## src/rtl/fixed_point_accumulator_if.sv

```systemverilog
// Handshake bundle between the multiplier stage, the burst accumulator and
// its downstream consumer.
//   in_valid/in_ready/in_data : product sample stream (unsigned Q(DATA_W-2).2)
//   clear                     : synchronous burst abort
//   out_valid/out_ready       : burst-sum handshake
//   out_sum/out_ovf           : unsigned Q(ACC_W-2).2 burst sum and overflow flag
// master = producer/consumer side that drives the sample stream and out_ready;
// slave  = the accumulator itself.
interface fixed_point_accumulator_if #(
    parameter int unsigned DATA_W = 8,
    parameter int unsigned ACC_W  = 10
);
    logic              in_valid;
    logic              in_ready;
    logic [DATA_W-1:0] in_data;
    logic              clear;
    logic              out_valid;
    logic              out_ready;
    logic [ACC_W-1:0]  out_sum;
    logic              out_ovf;

    modport master (
        output in_valid, in_data, clear, out_ready,
        input  in_ready, out_valid, out_sum, out_ovf
    );

    modport slave (
        input  in_valid, in_data, clear, out_ready,
        output in_ready, out_valid, out_sum, out_ovf
    );
endinterface

```

## src/rtl/fixed_point_accumulator.sv

```systemverilog
// Burst accumulator: sums LEN unsigned Q.2 product samples and presents the
// sum plus an overflow flag on a second valid/ready handshake.
// Ports:
//   clk  - rising-edge clock
//   rst  - synchronous active-high reset (discards any pending sum)
//   bus  - fixed_point_accumulator_if.slave (sample in, clear, sum out)
// Parameters: DATA_W (input width), ACC_W (>= DATA_W, sum width),
//   LEN (1..255 samples per burst).
// Build option: define ACC_SATURATE_EN to clamp the sum at 2^ACC_W-1 on
//   overflow; otherwise the sum wraps modulo 2^ACC_W. out_ovf is set in both.
module fixed_point_accumulator #(
    parameter int unsigned DATA_W = 8,
    parameter int unsigned ACC_W  = 10,
    parameter int unsigned LEN    = 4
) (
    input logic                         clk,
    input logic                         rst,
    fixed_point_accumulator_if.slave    bus
);
    typedef enum logic {ACCUM, HOLD} state_t;

    localparam int unsigned      CNT_W = (LEN > 1) ? $clog2(LEN) : 1;
    localparam logic [CNT_W-1:0] LAST  = CNT_W'(LEN - 1);

    state_t            state, state_next;
    logic [ACC_W-1:0]  acc;
    logic [ACC_W-1:0]  acc_store;
    logic [CNT_W-1:0]  cnt;
    logic              ovf_acc;
    logic [ACC_W-1:0]  out_sum_r;
    logic              out_ovf_r;
    logic [ACC_W:0]    sum_next;
    logic              carry;
    logic              in_ready_i;
    logic              in_xfer;
    logic              last;

    // Add at ACC_W+1 bits so the top bit is the carry out of the accumulator.
    always_comb begin
        sum_next = {1'b0, acc} + {{(ACC_W + 1 - DATA_W){1'b0}}, bus.in_data};
        carry    = sum_next[ACC_W];
`ifdef ACC_SATURATE_EN
        // Once clamped, acc is all ones so any further non-zero add carries
        // again and re-clamps; adding zero leaves it at max.
        acc_store = carry ? '1 : sum_next[ACC_W-1:0];
`else
        acc_store = sum_next[ACC_W-1:0];
`endif
    end

    always_comb begin
        in_xfer = bus.in_valid && in_ready_i;
        last    = (cnt == LAST);
    end

    // State register.
    always_ff @(posedge clk) begin
        if (rst) state <= ACCUM;
        else     state <= state_next;
    end

    // Next-state logic; clear overrides both handshakes.
    always_comb begin
        state_next = state;
        if (bus.clear) begin
            state_next = ACCUM;
        end else begin
            case (state)
                ACCUM:   if (in_xfer && last) state_next = HOLD;
                HOLD:    if (bus.out_ready)   state_next = ACCUM;
                default: state_next = ACCUM;
            endcase
        end
    end

    // Outputs decoded from the registered state.
    always_comb begin
        in_ready_i    = (state == ACCUM);
        bus.out_valid = (state == HOLD);
    end

    assign bus.in_ready = in_ready_i;
    assign bus.out_sum  = out_sum_r;
    assign bus.out_ovf  = out_ovf_r;

    // Datapath. A sample presented together with clear is dropped; out_sum
    // and out_ovf survive clear and only reset clears them.
    always_ff @(posedge clk) begin
        if (rst) begin
            acc       <= '0;
            cnt       <= '0;
            ovf_acc   <= 1'b0;
            out_sum_r <= '0;
            out_ovf_r <= 1'b0;
        end else if (bus.clear) begin
            acc     <= '0;
            cnt     <= '0;
            ovf_acc <= 1'b0;
        end else if (in_xfer) begin
            if (last) begin
                out_sum_r <= acc_store;
                out_ovf_r <= ovf_acc | carry;
                acc       <= '0;
                cnt       <= '0;
                ovf_acc   <= 1'b0;
            end else begin
                acc     <= acc_store;
                cnt     <= cnt + 1'b1;
                ovf_acc <= ovf_acc | carry;
            end
        end
    end
endmodule

```

## src/flat_wrapper.sv

```systemverilog
// flat-port wrapper written by rule: the top's interface ports become plain ports
module fixed_point_accumulator_flat 
#(
    parameter int unsigned DATA_W = 8,
    parameter int unsigned ACC_W  = 10,
    parameter int unsigned LEN    = 4
)
  (clk, rst, bus_in_valid, bus_in_data, bus_clear, bus_out_ready, bus_in_ready, bus_out_valid, bus_out_sum, bus_out_ovf);
  fixed_point_accumulator_if #(.DATA_W(DATA_W), .ACC_W(ACC_W)) bus_i ();
  input logic clk;
  input logic rst;
  input wire logic [$bits(bus_i.in_valid)-1:0] bus_in_valid;
  input wire logic [$bits(bus_i.in_data)-1:0] bus_in_data;
  input wire logic [$bits(bus_i.clear)-1:0] bus_clear;
  input wire logic [$bits(bus_i.out_ready)-1:0] bus_out_ready;
  output wire logic [$bits(bus_i.in_ready)-1:0] bus_in_ready;
  output wire logic [$bits(bus_i.out_valid)-1:0] bus_out_valid;
  output wire logic [$bits(bus_i.out_sum)-1:0] bus_out_sum;
  output wire logic [$bits(bus_i.out_ovf)-1:0] bus_out_ovf;
  assign bus_i.in_valid = bus_in_valid;
  assign bus_i.in_data = bus_in_data;
  assign bus_i.clear = bus_clear;
  assign bus_i.out_ready = bus_out_ready;
  assign bus_in_ready = bus_i.in_ready;
  assign bus_out_valid = bus_i.out_valid;
  assign bus_out_sum = bus_i.out_sum;
  assign bus_out_ovf = bus_i.out_ovf;
  fixed_point_accumulator #(.DATA_W(DATA_W), .ACC_W(ACC_W), .LEN(LEN)) u_core (.clk(clk), .rst(rst), .bus(bus_i));
endmodule
```

## config.mk

```make
export PLATFORM = sky130hd
export DESIGN_NAME = fixed_point_accumulator_flat
export DESIGN_NICKNAME = d
export VERILOG_FILES = /design/src/rtl/fixed_point_accumulator_if.sv /design/src/rtl/fixed_point_accumulator.sv /design/src/flat_wrapper.sv
export SDC_FILE = /design/constraint.sdc
export NUM_CORES = 1
export LEC_CHECK = 0
export BUFFER_PORTS_ARGS = -buffer_cell sky130_fd_sc_hd__buf_2
export CAP_MARGIN = 20
export CORE_MARGIN = 5
export CORE_UTILIZATION = 56
export CTS_BUF_LIST = sky130_fd_sc_hd__clkbuf_8
export DETAILED_ROUTE_END_ITERATION = 6
export GPL_ROUTABILITY_DRIVEN = 0
export GPL_TIMING_DRIVEN = 0
export PLACE_DENSITY_LB_ADDON = 0.15
export SKIP_CTS_REPAIR_TIMING = 1
export SYNTH_ARGS = -nofsm -noshare
export SYNTH_HDL_FRONTEND = slang
export SYNTH_SLANG_ARGS = --single-unit
```

## constraint.sdc

```tcl
create_clock -name clk -period 2.8 [get_ports clk]
set_input_delay 0.42 -clock clk [delete_from_list [all_inputs] [get_ports clk]]
set_output_delay 0.42 -clock clk [all_outputs]
set_load 0.01 [all_outputs]
```

======== Word level (Yosys, flattened, before mapping) ========
Cells that the tools add are included.
storage, ports and cells
  output and inout bits ................... 13
  memories ................................ 0
  memory bits (read-only) ................. 0
  latch bits .............................. 0
  register bits after elaboration ......... 25
  logic and storage cells ................. 22
  input port bits ......................... 13
  RAM bits ................................ 0
cells by class
  add/sub/neg operators ................... 2
  magnitude comparators ................... 0
  multiplexer cells ....................... 6
  multipliers ............................. 0
  shifts and indexed selects .............. 0
  div/mod/pow operators ................... 0
  eq/ne operators ......................... 1
  reductions and logical operators ........ 4
  bitwise logic cells ..................... 3
operators with widths
  operator             count
  $add 10x8->11        1
  $mux 10              1
  $mux 1               3
  $reduce_and 3->1     1
  $add 2x1->2 const B  1
  $eq 2x2->1 const B   1
  $logic_and 1x1->1    2
  $mux 2               1
  $not 1->1            2
  $pmux 1 s2           1
  $reduce_or 2->1      1
  $or 1x1->1           1

======== Longest topological paths before layout ========
Gate-level depths: netlist (run 1).
  word-level depth ........................ 5
  gate-level depth with buffers ........... 8
  mapped depth without buffers ............ 8

======== Worst setup path before layout (run 1) ========
No wires, ideal clock.
  path kind ............................... input to register
  start ................................... input port bus_in_data[0]
  end ..................................... register u_core.acc[8]
  library setup time ...................... 0.074 ns
  setup slack ............................. 0.595 ns
  arrival ................................. 2.130 ns
  buffers on the path ..................... 0
  cell stages on the path ................. 8
  data required time ...................... 2.726 ns
  cells stage by stage .................... ha_1 inv_1 fa_1 nand2b_1 a21oi_1 a41oi_2 or4_1 a31oi_1
between the ends
  word-level cells in the longest chain between the ends .. 2
ends and longest elaborated chain
  what                    line                            source
  start: declaration      flat_wrapper.sv:13              input wire logic [$bits(bus_i.in_data)-1:0] bus_in_data;
  $add 10x8->11           fixed_point_accumulator.sv:40   sum_next = {1'b0, acc} + {{(ACC_W + 1 - DATA_W){1'b0}}, bus.in_data};
  $mux 10                 fixed_point_accumulator.sv:100  if (last) begin
  end signal: assignment  fixed_point_accumulator.sv:107  acc <= acc_store;
  end: declaration        fixed_point_accumulator.sv:26   logic [ACC_W-1:0] acc;
No other way between the ends.
A chain may end at the register's enable or synchronous reset.

======== Final worst setup path (run 1) ========
  start ................................... register u_core.acc[0]
  end ..................................... register u_core.acc[6]
between the ends
  word-level cells in the longest chain between the ends .. 2
ends and longest elaborated chain
  what           line
  $add 10x8->11  fixed_point_accumulator.sv:40
  $mux 10        fixed_point_accumulator.sv:100
No other way between the ends.

==> results of run 1 <==
-- layout make-up --
type | count | area (sq um)
plain buffers | 7 | 28.8
clock buffers | 3 | 41.3
clock inverters | 1 | 5.00
fillers | 199 | 713
inverters | 5 | 18.8
multi-input cells | 117 | 787
flip-flops and latches | 25 | 500
well taps | 28 | 35.0
repair buffers | 25 | 125
-- power groups by stage --
stage / Clock, mW / Sequential, mW / Combinational [mW]
3_5_place_dp: 0 / 0.374 / 0.0943
2_1_floorplan: 0 / 0.373 / 0.0672
6_report: 0.221 / 0.366 / 0.0961
4_1_cts: 0.225 / 0.366 / 0.0952
5_1_grt: 0.244 / 0.367 / 0.107
3_3_place_gp: 0 / 0.373 / 0.0908
-- sequential cells by signal, summed over array words and instances, names as in the netlist --
name,flops
u_core.bus.out_valid,1
u_core.bus.out_ovf,1
u_core.cnt,2
u_core.acc,10
u_core.bus.out_sum,10
u_core.ovf_acc,1
-- per-stage QoR --
step                area (sq um)  setup slack, ps  utilization, %
detailed placement          1500              313            66.3
finish                      1540              468            68.4
CTS                         1540              471            68.4
floorplan                   1340              595               -
global placement            1500              351            66.3
global route                1540              276            68.4
-- placed cells by master, fill, tap and decap left out, types with 4 or more instances in the layout --
cell	Yosys	layout
sky130_fd_sc_hd__nor2_1	12	12
sky130_fd_sc_hd__nand2_1	21	21
sky130_fd_sc_hd__ha_1	9	9
sky130_fd_sc_hd__clkbuf_1	5	5
sky130_fd_sc_hd__a21oi_1	16	16
sky130_fd_sc_hd__dfxtp_1	25	25
sky130_fd_sc_hd__buf_2	2	27
sky130_fd_sc_hd__a21o_1	4	4
sky130_fd_sc_hd__inv_1	5	5
sky130_fd_sc_hd__nand3b_1	5	5
sky130_fd_sc_hd__nor3_1	4	4
-- metal layers --
layer | wire [microns] | share of wire (%)
met5 | 0 | 0
met4 | 91 | 3.0
met3 | 171 | 5.7
met2 | 1360 | 45
met1 | 1400 | 46
-- cell families after synthesis --
group                      Yosys count  synth area share [%]
buffers and inverters               12                  3.56
DFF                                 25                  37.5
AOI/OAI and AO/OA                   43                  22.8
adders and majority gates           10                  9.93
and+or+nand+nor                     60                  23.6
xor gates and xnor gates             4                  2.62
-- worst register-to-register path, cell delays in order, from the launching register on --
cell and delay (ps):
sky130_fd_sc_hd__dfxtp_1 340, sky130_fd_sc_hd__ha_1 200, sky130_fd_sc_hd__inv_1 70, sky130_fd_sc_hd__fa_1 400, sky130_fd_sc_hd__nand2b_1 180, sky130_fd_sc_hd__a211oi_1 290, sky130_fd_sc_hd__or3_2 200, sky130_fd_sc_hd__or4b_1 430
sky130_fd_sc_hd__a21oi_1 160
-- worst paths after layout --
kind                            depth (start not counted)  slack [ps]                   from               endpoint
worst max register to register                          8         470          u_core.acc[0]          u_core.acc[6]
worst max-delay path                                    8         470          u_core.acc[0]          u_core.acc[6]
worst min register to register                          2         460  u_core.bus.out_sum[3]  u_core.bus.out_sum[3]
worst min-delay path                                    3         400          bus_out_ready   u_core.bus.out_valid
==> flow_summary.json, run 1 <==
{
  "outcome": "completed",
  "area_delta_synth_final_pct": 15.5,
  "floorplan.die_area_sq_um": 3460,
  "globalRoute.busiestLayer": "met2",
  "grt_use_met3_pct": 3.07,
  "p_comb_share_pct": 14.1,
  "path_buf_inv": 1,
  "detail_route.vias_per_cell": 5.74,
  "globalRouteOverflowTotal": 0,
  "cts_max_level": 1,
  "die_height_microns": 58.8,
  "diodes": 0,
  "whs_ps": 400,
  "via_count": 1212,
  "floorplan.initialDensity_pct": 59.2,
  "die-width_microns": 58.8,
  "syn_nets": 177,
  "dp_cells": 207,
  "grt_pass1_vias": 1154,
  "first_pass_grt_wire_length_mm": 5.02,
  "power_per_cell_area_nw_per_um2": 443,
  "max_slew.worst_pin.slew_ps": 435,
  "clk_pin_slew_ps": 90,
  "floorplan.io_pins": 26,
  "fin_nets": 207,
  "path_delay_family": "simple AND/OR/NAND/NOR gates",
  "max_freq_mhz": 429,
  "tritoncts_num_sinks": 25,
  "final_cells": 211,
  "worstSetupEndpointType": "flip-flop",
  "grt_setup_unrepaired": "no",
  "worst_ep_required_time_ps": 3010,
  "met1_usage_pct": 24.5,
  "yosysMostFrequentCell": "sky130_fd_sc_hd__dfxtp_1",
  "p_seq_share_pct": 53.5,
  "final_hpwl_dp_mm": 2.33,
  "use_met2_pct": 30.0,
  "drt_wl_total_mm": 3.02,
  "cts_root_buf": "sky130_fd_sc_hd__clkbuf_8",
  "report.power.total_mw": 0.683,
  "hold_path.class": "input pin to flip-flop",
  "drt_iter0_markers": 39,
  "cts_tree": "yes",
  "power_switching_share_pct": 26.7,
  "pwr-share-clk_pct": 32.4,
  "period_share_pct": 83.3,
  "placeableCoreArea_sq_um": 2250,
  "total_negative_setup_slacks_ps": 0,
  "drcViolationCount": 0,
  "post-synth-top-area-fraction_pct": 37.5,
  "drt-pass1-iter-count": 4,
  "path_max_fanout": 3,
  "largest_net_degree_at_the_start_of_global_routing": 15,
  "postRouteAntennaNets": 0,
  "final-setup-viol-count": 0,
  "placementRows": 17,
  "global_route.usage.total_pct": 18.9,
  "arrival_ps": 2540,
  "antenna_found_initial": 0,
  "post_route_cells_drive_above_1_share_pct": 20.2,
  "synthesis.area_per_instance_sq_um": 8.67,
  "clock_tree.buffer_depth": 2,
  "async_reset_ff_share_pct": 0,
  "synth_edf_count": 0,
  "ys.flop_type": "sky130_fd_sc_hd__dfxtp_1",
  "syn-instance-count": 154,
  "buffer_ports.inserted": 25,
  "cellInternalPower_mw": 0.500,
  "synth.distinct_cells": 38,
  "maxSlewViolCount": 0,
  "yosysWarnings": 0,
  "sequential_share_of_the_synthesized_area_pct": 37.5,
  "crit_path_cell_trace": "ha_1, inv_1, fa_1, nand2b_1, a211oi_1, or3_2, or4b_1, a21oi_1",
  "synthesis.area_sq_um": 1340,
  "max_slew_margin_pct": 70.9,
  "clock_insertion_delay_worst_skew_ps": 270,
  "ys_seq_elements": 25,
  "finalClockSkew_ps": 4.35,
  "drv_cap": 0,
  "total_leakage_power_nw": 0.675,
  "cts_inserted_buffers": 3,
  "routed_wire_length_per_instance_microns": 14.3,
  "timing.setup.critical_path_class": "flip-flop to flip-flop",
  "slowest_stage": "sky130_fd_sc_hd__or4b_1",
  "yosys-top-cells-count": "sky130_fd_sc_hd__dfxtp_1 (25), sky130_fd_sc_hd__nand2_1 (21), sky130_fd_sc_hd__a21oi_1 (16), sky130_fd_sc_hd__nor2_1 (12), sky130_fd_sc_hd__ha_1 (9)",
  "switching_power_mw": 0.183,
  "setup.worst_path.start_class": "flip-flop",
  "synth.largest_area_cell": "sky130_fd_sc_hd__dfxtp_1",
  "irDropWorstVdd_v": 0.000386,
  "period_needed_ps": 2330,
  "synth_top_cells_by_area": "sky130_fd_sc_hd__dfxtp_1 (37%), sky130_fd_sc_hd__ha_1 (8.4%), sky130_fd_sc_hd__a21oi_1 (6.0%), sky130_fd_sc_hd__nand2_1 (5.9%), sky130_fd_sc_hd__nor2_1 (3.4%)",
  "max_stage_delay_ps": 430,
  "final_hold_vio_count": 0
}
(Power assumes the default switching activity.)
==> run 2: changes to the inputs <==
--- a/config.mk
+++ b/config.mk
@@ -8,7 +8,7 @@
 export BUFFER_PORTS_ARGS = -buffer_cell sky130_fd_sc_hd__buf_2
 export CAP_MARGIN = 20
 export CORE_MARGIN = 5
-export CORE_UTILIZATION = 56
+export CORE_UTILIZATION = 51
 export CTS_BUF_LIST = sky130_fd_sc_hd__clkbuf_8
 export DETAILED_ROUTE_END_ITERATION = 6
 export GPL_ROUTABILITY_DRIVEN = 0
==> constraint.sdc (replaced) <==
create_clock -name clk -period 2 [get_ports clk]
set_input_delay 0.3 -clock clk [delete_from_list [all_inputs] [get_ports clk]]
set_output_delay 0.3 -clock clk [all_outputs]
set_load 0.01 [all_outputs]
==> run 2 against run 1 <==
The run now ends with setup timing left. Maximum frequency up 11%. Setup slack got worse by 570 ps. Routed wire length rose by 5.9%. Core utilization shrank 1.0 points. Final cell count is 2.8% higher. Critical endpoint unchanged. Highest routed layer unchanged.
==> flow_summary.json, run 2 (same netlist as run 1, synthesis figures left out) <==
{
  "path_delay_family": "simple AND/OR/NAND/NOR gates",
  "cts_inserted_buffers": 3,
  "largest_net_degree_at_the_start_of_global_routing": 16,
  "outcome": "finished, violations left",
  "p_comb_share_pct": 17.2,
  "floorplan.initialDensity_pct": 53.4,
  "max_stage_delay_ps": 460,
  "hold_path.class": "input pin to flip-flop",
  "buffer_ports.inserted": 25,
  "cts_root_buf": "sky130_fd_sc_hd__clkbuf_8",
  "postRouteAntennaNets": 0,
  "irDropWorstVdd_v": 0.000439,
  "period_share_pct": 105,
  "placementRows": 18,
  "worst_slack_ps": -99.2,
  "final-setup-viol-count": 2,
  "total_negative_setup_slacks_ps": -127,
  "pwr-share-clk_pct": 31.4,
  "max_slew.worst_pin.slew_ps": 471,
  "floorplan.io_pins": 26,
  "hold_path.startpoint": "bus_out_ready",
  "max_slew_margin_pct": 68.6,
  "critical_path_depth": 8,
  "fin_nets": 211,
  "multi_input_area_sq_um": 893,
  "switching_power_mw": 0.273,
  "crit_path_start": "u_core.acc[0]",
  "globalRouteOverflowTotal": 0,
  "detail_route.vias_per_cell": 5.93,
  "worstSetupEndpointType": "flip-flop",
  "stdcell_area_sq_um": 1680,
  "placeableCoreArea_sq_um": 2500,
  "post_route_cells_drive_above_1_share_pct": 30.5,
  "antenna_found_initial": 0,
  "placed_inst_area_sq_um": 1540,
  "tritoncts_num_sinks": 25,
  "p_seq_share_pct": 51.4,
  "path_max_fanout": 3,
  "violations": "setup timing",
  "dp_cells": 209,
  "nFillCells": 217,
  "power_switching_share_pct": 27.4,
  "final_cell_mix": "sky130_fd_sc_hd__buf_2 (27), sky130_fd_sc_hd__dfxtp_1 (24), sky130_fd_sc_hd__nand2_1 (21), sky130_fd_sc_hd__a21oi_1 (14), sky130_fd_sc_hd__nor2_1 (12)",
  "path_buf_inv": 1,
  "floorplan.die_area_sq_um": 3740,
  "clk_pin_slew_ps": 90,
  "clock_tree.buffer_depth": 2,
  "total_leakage_power_nw": 0.702,
  "hold_depth": 3,
  "area_delta_synth_final_pct": 26.1,
  "cellInternalPower_mw": 0.724,
  "period_needed_ps": 2100,
  "first_pass_grt_wire_length_mm": 5.11,
  "maxSlewViolCount": 0,
  "drt_iter0_markers": 41,
  "grt_setup_unrepaired": "yes",
  "slowest_stage": "sky130_fd_sc_hd__or4b_4",
  "global_route.usage.total_pct": 18.2,
  "clock_insertion_delay_worst_skew_ps": 270,
  "diodes": 0,
  "cts_max_level": 1,
  "final_hpwl_dp_mm": 2.38,
  "drcViolationCount": 0,
  "arrival_ps": 2310,
  "timing.setup.critical_path_class": "flip-flop to flip-flop",
  "max_freq_mhz": 476,
  "die-width_microns": 61.2,
  "drt_wl_total_mm": 3.20,
  "routed_wire_length_per_instance_microns": 14.7,
  "final_hold_vio_count": 0,
  "cts_tree": "yes",
  "finalClockSkew_ps": 2.25,
  "rrSetupSlack_ps": -100,
  "die_height_microns": 61.2,
  "drt-pass1-iter-count": 4,
  "ff2ff_path_depth": 8,
  "most_frequent_standard_cell_in_the_layout_excluding_fill_and_tap_cells": "sky130_fd_sc_hd__buf_2",
  "final_cells": 217,
  "via_count": 1286,
  "seqCellArea_sq_um": 502,
  "crit_path_cell_trace": "ha_4, inv_2, fa_2, nand2b_4, a211oi_4, or3_4, or4b_4, a21oi_2",
  "setup.worst_path.start_class": "flip-flop",
  "grt_pass1_vias": 1216,
  "drv_cap": 0,
  "power_per_cell_area_nw_per_um2": 592,
  "worst_ep_required_time_ps": 2210,
  "timing.rr.start": "u_core.acc[0]"
}
## run 2: cell count changes in the layout (fill, tap and decap cells not counted), sizes merged
cell,before,now
clkinvlp,0,1
clkinv,1,0
buf,27,31
## run 2: per-layer routing
layer  part of all wire, %  global-route usage (%)  vias to the layer above
li1                      -                       -                      631
met5                     0                       0                        -
met3                   4.1                    2.73                       12
met2                    48                    30.8                       31
met4                   2.1                    5.88                        0
met1                    45                    23.7                      612
## run 2: cell type report
type / instances / share of cell area, %
timing repair buffer: 29 / 9.21
inverter: 5 / 1.11
sequential: 25 / 29.8
tap: 30 / 2.23
clock inverter: 1 / 0.446
buffer: 7 / 1.71
clock buffer: 3 / 2.45
multi-input combinational: 117 / 53.0
## run 2: worst paths after layout
kind | to
max | u_core.acc[6]
min | u_core.bus.out_valid
max reg2reg | u_core.acc[6]
min reg2reg | u_core.bus.out_sum[2]
## run 2: worst register-to-register path: cells and delay by family, from the launching register on
family | cells | cell delay, ps
AO/OA/AOI/OAI | 2 | 370
adder cells (fa/ha/maj) | 2 | 480
buffers and inverters | 1 | 40
AND/OR/NAND/NOR | 3 | 790
flip-flops | 1 | 360
## run 2: metrics by stage
step,util [%],worst slack (ps),hold WS [ps],power [mW]
6_report,67.4,-99.2,282,0.997
2_1_floorplan,-,5.97,440,0.625
3_5_place_dp,61.7,-187,447,0.665
4_1_cts,63.6,-159,279,0.974
3_3_place_gp,61.7,-160,442,0.661
5_1_grt,67.4,-192,296,1.05
## run 2: power groups by stage
stage	logic, mW	clock network [mW]	registers, mW
5_1_grt	0.188	0.347	0.514
3_5_place_dp	0.142	0	0.524
4_1_cts	0.142	0.320	0.512
6_report	0.171	0.313	0.513
3_3_place_gp	0.138	0	0.523
2_1_floorplan	0.103	0	0.522
